## src/rtl/vector_issue_scheduler_if.sv

```systemverilog
// Bundle of requester, VFU and response signals around the vector issue scheduler.
// slave = the scheduler itself, master = the requesters, VFU and response consumer.
interface vector_issue_scheduler_if #(
    parameter int NUM_REQ          = 2,
    parameter int REQ_INDEX_SIZE   = 1,
    parameter int PAYLOAD_WIDTH    = 48,
    parameter int ENTRY_INDEX_SIZE = 3,
    parameter int RESULT_WIDTH     = 256
);
    logic [NUM_REQ-1:0]                      req;
    logic [NUM_REQ*PAYLOAD_WIDTH-1:0]        req_payload;
    logic [NUM_REQ*(ENTRY_INDEX_SIZE+1)-1:0] req_length;
    logic [NUM_REQ-1:0]                      grant;

    logic                                    vfu_execute;
    logic [PAYLOAD_WIDTH-1:0]                vfu_payload;
    logic [ENTRY_INDEX_SIZE:0]               vfu_length;
    logic [1:0]                              vfu_status;
    logic [RESULT_WIDTH-1:0]                 vfu_result;
    logic                                    vfu_is_mask;

    logic                                    done;
    logic [REQ_INDEX_SIZE-1:0]               done_id;
    logic [RESULT_WIDTH-1:0]                 done_result;
    logic                                    done_is_mask;
    logic                                    done_err;
    logic                                    done_ack;

    logic                                    busy;
    logic                                    timeout_err;

    modport slave (
        input  req, req_payload, req_length,
        input  vfu_status, vfu_result, vfu_is_mask,
        input  done_ack,
        output grant, vfu_execute, vfu_payload, vfu_length,
        output done, done_id, done_result, done_is_mask, done_err,
        output busy, timeout_err
    );

    modport master (
        output req, req_payload, req_length,
        output vfu_status, vfu_result, vfu_is_mask,
        output done_ack,
        input  grant, vfu_execute, vfu_payload, vfu_length,
        input  done, done_id, done_result, done_is_mask, done_err,
        input  busy, timeout_err
    );
endinterface

```

## src/rtl/vector_issue_scheduler.sv

```systemverilog
// Round-robin issue of one vector op at a time to a shared VFU; req->done is 3 cycles + VFU time.
// rdy_in low freezes all state; the held done is released only by done_ack with rdy_in high.
module vector_issue_scheduler #(
    parameter int NUM_REQ          = 2,
    parameter int REQ_INDEX_SIZE   = 1,
    parameter int PAYLOAD_WIDTH    = 48,
    parameter int ENTRY_INDEX_SIZE = 3,
    parameter int RESULT_WIDTH     = 256,
    parameter int TIMEOUT_CYCLES   = 64
) (
    input  logic                  clk,
    input  logic                  rst,
    input  logic                  rdy_in,
    vector_issue_scheduler_if.slave bus
);
    localparam int LEN_W = ENTRY_INDEX_SIZE + 1;
    localparam int CNT_W = $clog2(TIMEOUT_CYCLES) + 1;
    localparam logic [1:0] VFU_FINISHED = 2'b10;

    typedef enum logic [1:0] {
        IDLE  = 2'd0,
        ISSUE = 2'd1,
        WAIT  = 2'd2,
        RESP  = 2'd3
    } state_t;

    state_t                    state_q, state_d;
    logic [REQ_INDEX_SIZE-1:0] rr_ptr_q, rr_ptr_d;
    logic [CNT_W-1:0]          wait_cnt_q, wait_cnt_d;
    logic [NUM_REQ-1:0]        grant_q, grant_d;
    logic                      done_q, done_d;
    logic [REQ_INDEX_SIZE-1:0] id_q, id_d;
    logic [PAYLOAD_WIDTH-1:0]  payload_q, payload_d;
    logic [LEN_W-1:0]          length_q, length_d;
    logic [RESULT_WIDTH-1:0]   result_q, result_d;
    logic                      is_mask_q, is_mask_d;
    logic                      err_q, err_d;
    logic                      timeout_err_q, timeout_err_d;

    logic                      win_vld;
    logic [REQ_INDEX_SIZE-1:0] win_idx;
    logic [REQ_INDEX_SIZE-1:0] cand;
    logic [PAYLOAD_WIDTH-1:0]  win_payload;
    logic [LEN_W-1:0]          win_length;

    // Scan from the farthest offset down so the candidate nearest rr_ptr overwrites the rest.
    always_comb begin
        win_vld = 1'b0;
        win_idx = '0;
        cand    = '0;
        for (int k = NUM_REQ - 1; k >= 0; k--) begin
            cand = REQ_INDEX_SIZE'((int'(rr_ptr_q) + k) % NUM_REQ);
            if (bus.req[cand]) begin
                win_vld = 1'b1;
                win_idx = cand;
            end
        end
    end

    assign win_payload = bus.req_payload[int'(win_idx)*PAYLOAD_WIDTH +: PAYLOAD_WIDTH];
    assign win_length  = bus.req_length[int'(win_idx)*LEN_W +: LEN_W];

    always_comb begin
        state_d       = state_q;
        rr_ptr_d      = rr_ptr_q;
        wait_cnt_d    = wait_cnt_q;
        grant_d       = grant_q;
        done_d        = done_q;
        id_d          = id_q;
        payload_d     = payload_q;
        length_d      = length_q;
        result_d      = result_q;
        is_mask_d     = is_mask_q;
        err_d         = err_q;
        timeout_err_d = timeout_err_q;

        if (rdy_in) begin
            grant_d = '0;
            case (state_q)
                IDLE: begin
                    if (win_vld) begin
                        id_d      = win_idx;
                        payload_d = win_payload;
                        length_d  = win_length;
                        grant_d   = NUM_REQ'(1) << win_idx;
                        if (win_length != '0) begin
                            state_d = ISSUE;
                        end else begin
                            // Zero-length work never reaches the VFU; answer with an empty result.
                            state_d   = RESP;
                            done_d    = 1'b1;
                            result_d  = '0;
                            is_mask_d = 1'b0;
                            err_d     = 1'b0;
                        end
                    end
                end
                ISSUE: begin
                    wait_cnt_d = '0;
                    state_d    = WAIT;
                end
                WAIT: begin
                    wait_cnt_d = wait_cnt_q + 1'b1;
                    if (bus.vfu_status == VFU_FINISHED) begin
                        state_d   = RESP;
                        done_d    = 1'b1;
                        result_d  = bus.vfu_result;
                        is_mask_d = bus.vfu_is_mask;
                        err_d     = 1'b0;
                    end else if (wait_cnt_q == CNT_W'(TIMEOUT_CYCLES - 1)) begin
                        state_d       = RESP;
                        done_d        = 1'b1;
                        result_d      = '0;
                        is_mask_d     = 1'b0;
                        err_d         = 1'b1;
                        timeout_err_d = 1'b1;
                    end
                end
                RESP: begin
                    if (bus.done_ack) begin
                        state_d  = IDLE;
                        done_d   = 1'b0;
                        rr_ptr_d = (id_q == REQ_INDEX_SIZE'(NUM_REQ - 1)) ? '0 : id_q + 1'b1;
                    end
                end
                default: state_d = IDLE;
            endcase
        end
    end

    always_ff @(posedge clk) begin
        if (rst) begin
            state_q       <= IDLE;
            rr_ptr_q      <= '0;
            wait_cnt_q    <= '0;
            grant_q       <= '0;
            done_q        <= 1'b0;
            id_q          <= '0;
            payload_q     <= '0;
            length_q      <= '0;
            result_q      <= '0;
            is_mask_q     <= 1'b0;
            err_q         <= 1'b0;
            timeout_err_q <= 1'b0;
        end else begin
            state_q       <= state_d;
            rr_ptr_q      <= rr_ptr_d;
            wait_cnt_q    <= wait_cnt_d;
            grant_q       <= grant_d;
            done_q        <= done_d;
            id_q          <= id_d;
            payload_q     <= payload_d;
            length_q      <= length_d;
            result_q      <= result_d;
            is_mask_q     <= is_mask_d;
            err_q         <= err_d;
            timeout_err_q <= timeout_err_d;
        end
    end

    assign bus.grant        = grant_q;
    assign bus.vfu_execute  = (state_q == ISSUE) && rdy_in;
    assign bus.vfu_payload  = payload_q;
    assign bus.vfu_length   = length_q;
    assign bus.done         = done_q;
    assign bus.done_id      = id_q;
    assign bus.done_result  = result_q;
    assign bus.done_is_mask = is_mask_q;
    assign bus.done_err     = err_q;
    assign bus.busy         = (state_q != IDLE);
    assign bus.timeout_err  = timeout_err_q;
endmodule

```

## src/flat_wrapper.sv

```systemverilog
// flat-port wrapper written by rule: the top's interface ports become plain ports
module vector_issue_scheduler_flat 
#(
    parameter int NUM_REQ          = 2,
    parameter int REQ_INDEX_SIZE   = 1,
    parameter int PAYLOAD_WIDTH    = 48,
    parameter int ENTRY_INDEX_SIZE = 3,
    parameter int RESULT_WIDTH     = 256,
    parameter int TIMEOUT_CYCLES   = 64
)
  (clk, rst, rdy_in, bus_req, bus_req_payload, bus_req_length, bus_vfu_status, bus_vfu_result, bus_vfu_is_mask, bus_done_ack, bus_grant, bus_vfu_execute, bus_vfu_payload, bus_vfu_length, bus_done, bus_done_id, bus_done_result, bus_done_is_mask, bus_done_err, bus_busy, bus_timeout_err);
  vector_issue_scheduler_if #(.NUM_REQ(NUM_REQ), .REQ_INDEX_SIZE(REQ_INDEX_SIZE), .PAYLOAD_WIDTH(PAYLOAD_WIDTH), .ENTRY_INDEX_SIZE(ENTRY_INDEX_SIZE), .RESULT_WIDTH(RESULT_WIDTH)) bus_i ();
  input  logic clk;
  input  logic rst;
  input  logic rdy_in;
  input wire logic [$bits(bus_i.req)-1:0] bus_req;
  input wire logic [$bits(bus_i.req_payload)-1:0] bus_req_payload;
  input wire logic [$bits(bus_i.req_length)-1:0] bus_req_length;
  input wire logic [$bits(bus_i.vfu_status)-1:0] bus_vfu_status;
  input wire logic [$bits(bus_i.vfu_result)-1:0] bus_vfu_result;
  input wire logic [$bits(bus_i.vfu_is_mask)-1:0] bus_vfu_is_mask;
  input wire logic [$bits(bus_i.done_ack)-1:0] bus_done_ack;
  output wire logic [$bits(bus_i.grant)-1:0] bus_grant;
  output wire logic [$bits(bus_i.vfu_execute)-1:0] bus_vfu_execute;
  output wire logic [$bits(bus_i.vfu_payload)-1:0] bus_vfu_payload;
  output wire logic [$bits(bus_i.vfu_length)-1:0] bus_vfu_length;
  output wire logic [$bits(bus_i.done)-1:0] bus_done;
  output wire logic [$bits(bus_i.done_id)-1:0] bus_done_id;
  output wire logic [$bits(bus_i.done_result)-1:0] bus_done_result;
  output wire logic [$bits(bus_i.done_is_mask)-1:0] bus_done_is_mask;
  output wire logic [$bits(bus_i.done_err)-1:0] bus_done_err;
  output wire logic [$bits(bus_i.busy)-1:0] bus_busy;
  output wire logic [$bits(bus_i.timeout_err)-1:0] bus_timeout_err;
  assign bus_i.req = bus_req;
  assign bus_i.req_payload = bus_req_payload;
  assign bus_i.req_length = bus_req_length;
  assign bus_i.vfu_status = bus_vfu_status;
  assign bus_i.vfu_result = bus_vfu_result;
  assign bus_i.vfu_is_mask = bus_vfu_is_mask;
  assign bus_i.done_ack = bus_done_ack;
  assign bus_grant = bus_i.grant;
  assign bus_vfu_execute = bus_i.vfu_execute;
  assign bus_vfu_payload = bus_i.vfu_payload;
  assign bus_vfu_length = bus_i.vfu_length;
  assign bus_done = bus_i.done;
  assign bus_done_id = bus_i.done_id;
  assign bus_done_result = bus_i.done_result;
  assign bus_done_is_mask = bus_i.done_is_mask;
  assign bus_done_err = bus_i.done_err;
  assign bus_busy = bus_i.busy;
  assign bus_timeout_err = bus_i.timeout_err;
  vector_issue_scheduler #(.NUM_REQ(NUM_REQ), .REQ_INDEX_SIZE(REQ_INDEX_SIZE), .PAYLOAD_WIDTH(PAYLOAD_WIDTH), .ENTRY_INDEX_SIZE(ENTRY_INDEX_SIZE), .RESULT_WIDTH(RESULT_WIDTH), .TIMEOUT_CYCLES(TIMEOUT_CYCLES)) u_core (.clk(clk), .rst(rst), .rdy_in(rdy_in), .bus(bus_i));
endmodule
```

## config.mk

```make
export PLATFORM = sky130hd
export DESIGN_NAME = vector_issue_scheduler_flat
export DESIGN_NICKNAME = d
export VERILOG_FILES = /design/src/rtl/vector_issue_scheduler_if.sv /design/src/rtl/vector_issue_scheduler.sv /design/src/flat_wrapper.sv
export SDC_FILE = /design/constraint.sdc
export NUM_CORES = 1
export LEC_CHECK = 0
export ABC_AREA = 1
export CORE_AREA = 2 2 270 272
export CTS_CLUSTER_DIAMETER = 50
export DETAILED_ROUTE_END_ITERATION = 10
export DIE_AREA = 0 0 272 274
export HOLD_SLACK_MARGIN = 0.06
export PLACE_DENSITY = 0.47
export SKIP_CTS_REPAIR_TIMING = 1
export SLEW_MARGIN = 30
export SYNTH_ARGS = -nofsm -noshare
export SYNTH_HDL_FRONTEND = slang
export SYNTH_SLANG_ARGS = --single-unit
```

## constraint.sdc

```tcl
create_clock -name clk -period 3.54 [get_ports clk]
set_clock_uncertainty 0.05 [all_clocks]
set_input_delay 0.708 -clock clk [delete_from_list [all_inputs] [get_ports clk]]
set_output_delay 0.708 -clock clk [all_outputs]
set_load 0.1 [all_outputs]
```

# --- After elaboration in Yosys (flattened, before gate mapping) ---
# Index checks and enable logic that the tools add are counted.
classes:
  n_eq_ne: 9
  mux: 36
  add_sub_neg: 3
  n_shift: 3
  n_reduce_logical: 14
  bitwise_logic: 1
  order_cmp: 2
  multipliers: 1
op_table:
  columns: ["op", "n"]
  rows:
  - ["256-bit two-way mux", 4]
  - ["256-bit case mux with 2 select lines", 1]
  - ["96-bit by 32-bit indexed part select with 48-bit output", 1]
  - ["1-bit two-way mux", 19]
  - ["2-bit two-way mux", 7]
  - ["7-bit case mux with 2 select lines", 1]
  - ["2-bit case mux with 4 select lines", 1]
  - ["4-bit AND reduction", 2]
  - ["8-bit by 4-bit indexed part select with 4-bit output", 1]
  - ["7-bit by 1-bit adder with 7-bit output, second input constant", 1]
  - ["7-bit by 6-bit == test with 1-bit output, second input constant", 1]
  - ["2-bit == test, second input constant", 3]
  - ["3-bit AND reduction", 2]
  - ["6-bit AND reduction", 1]
  - ["2-bit nonzero test", 3]
  - ["5-bit AND reduction", 1]
  - ["1-bit by 2-bit less-than comparator with 1-bit output, second input constant", 2]
  - ["2-bit inequality test, second input constant", 2]
  - ["1-bit case mux with 2 select lines", 2]
  - ["4-bit nonzero test", 1]
  - ["1-bit by 2-bit multiplier with 3-bit output, second input constant", 1]
  - ["3-bit by 1-bit inequality test with 1-bit output, second input constant", 1]
  - ["1-bit case mux with 3 select lines", 1]
  - ["3-bit nonzero test", 1]
  - ["other kinds (8)", 9]
totals:
  elab_cells: 81
  reg_bits: 325
  output_inout_bits: 317

# --- Depth between registers and ports, before layout ---
# Gate-level depths: netlist of the first run.
depth:
  word_depth: 10
  depth_mapped: 13
  mapped_depth_nobuf: 11

# --- Worst setup path before layout of the first run ---
# OpenSTA, ideal clock, no wires.
synth_timing:
  kind: "register to register"
  startpoint: "register u_core.state_q[0]"
  endpoint: "register u_core.result_q[131] (netlist: u_core.bus.done_result[131])"
  arrival_ns: 2.279
  n_path_buf: 3
  slack_ns: 1.145
  stages_incl_launch_ff: 11
  cell_sequence: "dfxtp_1 > inv_1 > ha_1 > inv_1 > o21ai_1 > nor2b_2 > buf_4 > buf_4 > buf_4 > a21oi_1 > nor2_1"
synth_via:
  elab_chain_cells: 3
synth_rtl:
  columns: ["element", "line_no", "source"]
  rows:
  - ["start, declared", "vector_issue_scheduler.sv:27", "state_t state_q, state_d;"]
  - ["start signal, assigned", "vector_issue_scheduler.sv:146", "state_q <= state_d;"]
  - ["2-bit == test or 2-bit logical NOT (tied branches)", "vector_issue_scheduler.sv:79", "case (state_q)"]
  - ["3-bit by 1-bit inequality test with 1-bit output (no source line) (tied with other cells)", null, null]
  - ["5-bit AND reduction (no source line)", null, null]
  - ["end signal, assigned", "vector_issue_scheduler.sv:154", "result_q <= result_d;"]
  - ["end, declared", "vector_issue_scheduler.sv:35", "logic [RESULT_WIDTH-1:0] result_q, result_d;"]
# Parallel ways exist; a longest one is shown, timed or not.
# A chain may end at the register's enable or synchronous reset.

# --- Final worst setup path of the first run ---
layout_timing:
  startpoint: "register u_core.result_q[79] (netlist: u_core.bus.done_result[79])"
  endpoint: "output port bus_done_result[79]"
layout_lines:
  columns: ["element", "line_no", "source"]
  rows:
  - ["end, declared", "flat_wrapper.sv:29", "output wire logic [$bits(bus_i.done_result)-1:0] bus_done_result;"]
# No word-level cell between the ends.

==> results.cfg, run 1 <==
[clocking]
clkSinkCount = 325
clk_latency_ns = 0.58
clk_pin_slew_ns = 0.05
cts-root-buf = clkbuf_16
numCtsBuffers = 53
cts_tree = done
htreeDepth = 2
clockBufferDepth = 3

[final_layout]
utilization = 0.3407
layout-drive-gt1-share = 0.1146
nNetsFinal = 3167
area_growth_pct = 61.27
layout_common_cells = nand3_1 (573), clkdlybuf4s50_1 (535), nand2_1 (383), dfxtp_1 (325), nor2_1 (281)
final_common_cell = nand3_1
fill_cells = 7624

[logic_synthesis]
yosysSeqAreaShare = 0.4279
synthCells = 2208
yosysWarningCount = 0
synth_top_cell_by_area = dfxtp_1
ys_types = 25
syn_area_per_cell_um2 = 6.886
synth.area.top_cells = dfxtp_1 (43%), nand3_1 (19%), nand2_1 (9.5%)
synth_nets = 2583
synth_seq_cells = 325
netlist_area_um2 = 15200
synth_top_area_frac = 0.4279

[place]
dp_hpwl_um = 46940
gp_congestion = 0.8731
io_buffers = 685

[timing]
fin_crit_sh = 0.8199
tns_ns = 0
fmax_mhz = 344.5
slew_violations = 0
relSlewSlack = 0.3120
setup_viol = 0
fin_crit_ns = 2.902
hold_viol = 0
worst_slew_pin_slew_ns = 1.029
rsz0062_at_grt = no

[setup_path]
cp_max_fo = 2
cp_slowest_cell = clkdlybuf4s50_1
cp-end-kind = primary output
cp_num_buf_inv = 1
r2r-end = u_core.bus.done_result[98]
r2r_cells = 11
critPathMaxStageDelay_ns = 1.17
r2r_setup_slack_ns = 1.06
cp.arrival_ns = 2.14
r2r-start = u_core.state_q[0]
crit_required_ns = 2.78
path_class = flop to primary output
critPathLaunchType = flop
crit_family = buffers and inverters
worstPathCellList = clkdlybuf4s50_1

[route]
ant_nets = 0
first_iter_violations = 1081
vias_per_cell = 4.564
drc = 0
dr.pass1.iters = 7
routed_wl_um = 65840
wl_per_cell_um = 17.33
vias = 17340

[grt]
grt_pass1_vias = 16720
grt_use_total = 0.1671
antenna_found_initial = 8
grt_overflow_total = 0
grt_max_degree = 143
grt_pass1_wl_um = 98770

[die]
initial_core_util = 0.2113
ios = 686
die_x_um = 272
dieArea_um2 = 74530
rows = 99
die_y_um = 274
core_area_um2 = 71970

[min_path]
hp-class = flop to flop
hold_path.startpoint = u_core.bus.timeout_err
hold_depth = 2
whs_endpoint = u_core.bus.timeout_err

[run]
maxCapViolations = 0

[outcome]
status = completed

[pwr]
peakVddDrop_mv = 0.3749
leakage_nw = 9.761
power_density_nw_per_um2 = 657.6
-- registers in the layout (all words and copies together) (netlist names) --
name / cells
u_core.bus.vfu_payload: 48
u_core.bus.done_is_mask: 1
u_core.bus.timeout_err: 1
u_core.bus.vfu_length: 4
u_core.bus.done_id: 1
u_core.state_q: 2
u_core.bus.done_err: 1
u_core.rr_ptr_q: 1
u_core.bus.done_result: 256
u_core.bus.done: 1
u_core.wait_cnt_q: 7
u_core.bus.grant: 2
-- synth_stat cells (all sizes together) --
cell type / instances
nand3: 573
nand2: 385
dfxtp: 325
nor2: 281
a21oi: 269
buf: 134
clkbuf: 93
inv: 73
o211ai: 48
o21ai: 9
ha: 6
nor3: 3
a211oi: 2
o21a: 2
clkinv: 1
nand4: 1
nor2b: 1
or2: 1
xor2: 1
-- how the worst max path moves through the flow --
stage | from | endpoint | slack [ns] | cells past startpoint
6_report | u_core.bus.done_result[79] | bus_done_result[79] | 0.64 | 1
5_1_grt | u_core.bus.vfu_payload[35] | bus_vfu_payload[35] | 0.61 | 1
4_1_cts | u_core.bus.done_result[79] | bus_done_result[79] | 0.59 | 1
3_5_place_dp | bus_vfu_status[1] | u_core.bus.done_result[98] | 0.38 | 11
3_3_place_gp | bus_vfu_status[1] | u_core.bus.done_result[98] | 0.39 | 11
2_1_floorplan | u_core.state_q[0] | u_core.bus.done_result[131] | 1.14 | 10
-- logic make-up after synthesis --
| group | synth area share |
|---|---|
| buffers and inverters | 0.09365 |
| adder cells (fa/ha/maj) | 0.004937 |
| XOR/XNOR | 0.0005761 |
| AND/OR/NAND/NOR | 0.3557 |
| flip-flops | 0.4279 |
| AO/OA/AOI/OAI | 0.1172 |
-- through the flow --
stage	power, mW	area, um2	hold WS [ns]	cells	worst slack, ns
2_1_floorplan	9.004	15200	0.3796	2208	1.145
3_3_place_gp	10.73	22630	0.4060	3696	0.3897
3_5_place_dp	10.76	22630	0.4102	3696	0.3787
4_1_cts	16.33	24510	0.4228	3794	0.5883
5_1_grt	16.83	24520	0.4506	3797	0.6105
6_report	16.12	24520	0.4161	3799	0.6376
-- per-layer routing --
metal / share of wire / GRT usage / wire length [um] / vias up
li1: - / - / - / 8563
met5: 0.00097 / 0 / 64 / -
met4: 0.043 / 0.07794 / 2846 / 10
met2: 0.46 / 0.2711 / 30160 / 628
met3: 0.083 / 0.05211 / 5455 / 145
met1: 0.41 / 0.2015 / 27320 / 7993
-- cell type report --
class | instances | area (um2) | share of cell area
clock inverters | 28 | 326.6 | 0.01332
flip-flops and latches | 325 | 6506 | 0.2653
repair buffers | 756 | 7325 | 0.2987
clock buffers | 70 | 1553 | 0.06332
well taps | 959 | 1200 | 0.04893
inverters | 74 | 292.8 | 0.01194
diodes | 5 | 12.51 | 0.0005103
multi-input cells | 1582 | 7306 | 0.2979
-- report_power, final --
part / internal [mW] / switching, mW / leakage (nW) / total [mW]
registers: 4.08 / 0.234 / 2.66 / 4.31
clock network: 3.51 / 1.94 / 0.915 / 5.46
logic: 1.67 / 4.69 / 6.19 / 6.36
total: 9.26 / 6.87 / 9.76 / 16.1
No activity file was read; power rests on OpenSTA's default activity.
==> run 2, diff against run 1 <==
- CORE_AREA: 2 2 270 272 -> 2 2 267 269
- DIE_AREA: 0 0 272 274 -> 0 0 269 271
- clock period: 3.54 -> 2.7 ns (I/O delays scaled with it)
==> results.cfg, run 2 (synthesis gave the netlist of run 1 again) <==
[final_layout]
largest_register_ffs = 256
nNetsFinal = 3184
final_common_cell = nand3_1
area_growth_pct = 60.03
layout-drive-gt1-share = 0.1771
layout_common_cells = nand3_1 (573), nand2_1 (383), buf_4 (369), clkdlybuf4s50_1 (368), dfxtp_1 (325)
layoutNonFillerInstCount = 3794

[pwr]
leakage_nw = 10.18
power_density_nw_per_um2 = 865.7
peakVddDrop_mv = 0.4724

[grt]
use_met2 = 0.2923
grt_use_total = 0.1686
met3_usage = 0.05434
use_met1 = 0.1980
grt_pass1_vias = 16500
grt_pass1_wl_um = 97260
grt_max_degree = 165
grt_overflow_total = 0
grt.busiest_layer = met2
antenna_found_initial = 13

[timing]
fmax_mhz = 413.4
relSlewSlack = 0.4564
finalWorstSetupSlack_ns = 0.2812
hold_viol = 0
setup_viol = 0
worst_slew_pin_slew_ns = 0.8154
fin_crit_ns = 2.419
rsz0062_at_grt = no
hold_slack_ns = 0.4118
slew_violations = 0
fin_crit_sh = 0.8959

[place]
pre_cts_ws_ns = -0.03218
gp_congestion = 0.7991
dpl.cell_count = 3696
dp_hpwl_um = 47370
io_buffers = 685

[clocking]
clkSinkCount = 325
cts_tree = done
clockBufferDepth = 3
clk_latency_ns = 0.58
cts-root-buf = clkbuf_16
numCtsBuffers = 51
htreeDepth = 2
clk_pin_slew_ns = 0.06

[setup_path]
path_class = flop to primary output
cp_num_buf_inv = 3
cp_slowest_cell = dfxtp_1
crit_path_frequent_cell = inv_1
crit_required_ns = 2.11
critPathMaxStageDelay_ns = 0.40
crit_family = buffers and inverters
worstPathCellList = inv_1 -> ha_1 -> inv_1 -> buf_12
cp_max_fo = 5
cp.arrival_ns = 1.83
cp-end-kind = primary output
critPathLaunchType = flop

[route]
ant_nets = 0
drc = 0
dr.pass1.iters = 7
routed_wl_um = 65090
vias_per_cell = 4.542
wl_per_cell_um = 17.16
vias = 17230
first_iter_violations = 1042

[die]
die_y_um = 271
die_x_um = 269
rows = 97
initial_core_util = 0.2179
core_area_um2 = 69790
ios = 686
dieArea_um2 = 72900

[outcome]
status = completed

[run]
maxCapViolations = 0

[min_path]
hp-class = flop to flop
[run 2: cell count changes in the layout (fill, tap and decap cells not counted), moves of 3 or more]
| cell | delta |
|---|---|
| clkinv_2 | -4 |
| clkbuf_1 | +3 |
| clkbuf_8 | -3 |
| clkdlybuf4s50_1 | -167 |
| buf_12 | +13 |
| buf_4 | +174 |
[run 2: metrics by stage]
stage          cell area, um2    util  power [mW]   TNS [ns]
5_1_grt                 24330  0.3486       22.00          0
2_1_floorplan           15200       -       11.81          0
4_1_cts                 24320  0.3486       21.35          0
3_5_place_dp            22500  0.3223       14.17   -0.04905
3_3_place_gp            22500  0.3223       14.13  -0.001782
6_report                24330  0.3487       21.06          0
[run 2: worst register-to-register path, stage by stage, from the launching register on]
cell and delay, ns:
dfxtp_1 0.40, inv_1 0.13, ha_1 0.33, inv_1 0.18, o21ai_1 0.14, nor2b_4 0.21
buf_12 0.22, buf_4 0.23, nand3_1 0.16, nand2_1 0.10, nor2_1 0.04
[run 2: worst paths after layout]
check                     from                           to  slack (ns)  cells after the start
max reg2reg  u_core.state_q[0]  u_core.bus.done_result[119]        0.41                     10
min            u_core.rr_ptr_q              u_core.rr_ptr_q        0.41                      2
min reg2reg    u_core.rr_ptr_q              u_core.rr_ptr_q        0.41                      2
max          u_core.state_q[0]                     bus_busy        0.28                      4
[run 2: cell type report]
type                       count  area, um2
fill                        7437      45450
multi-input combinational   1582       7306
timing repair buffer         775       7214
sequential                   325       6506
clock buffer                  68       1473
tap                          940       1176
clock inverter                27      356.6
inverter                      74      292.8
antenna                        3      7.507
[run 2: where the power goes]
group | internal, mW | switching [mW] | leakage, nW | total, mW
clock network | 4.51 | 2.51 | 0.881 | 7.03
registers | 5.34 | 0.320 | 2.66 | 5.66
logic | 2.21 | 6.16 | 6.64 | 8.37
[run 2: metal layers]
layer	up-vias	wire, um
met3	104	5563
li1	8603	-
met1	7972	26090
met4	22	1477
met5	-	150
met2	533	31810
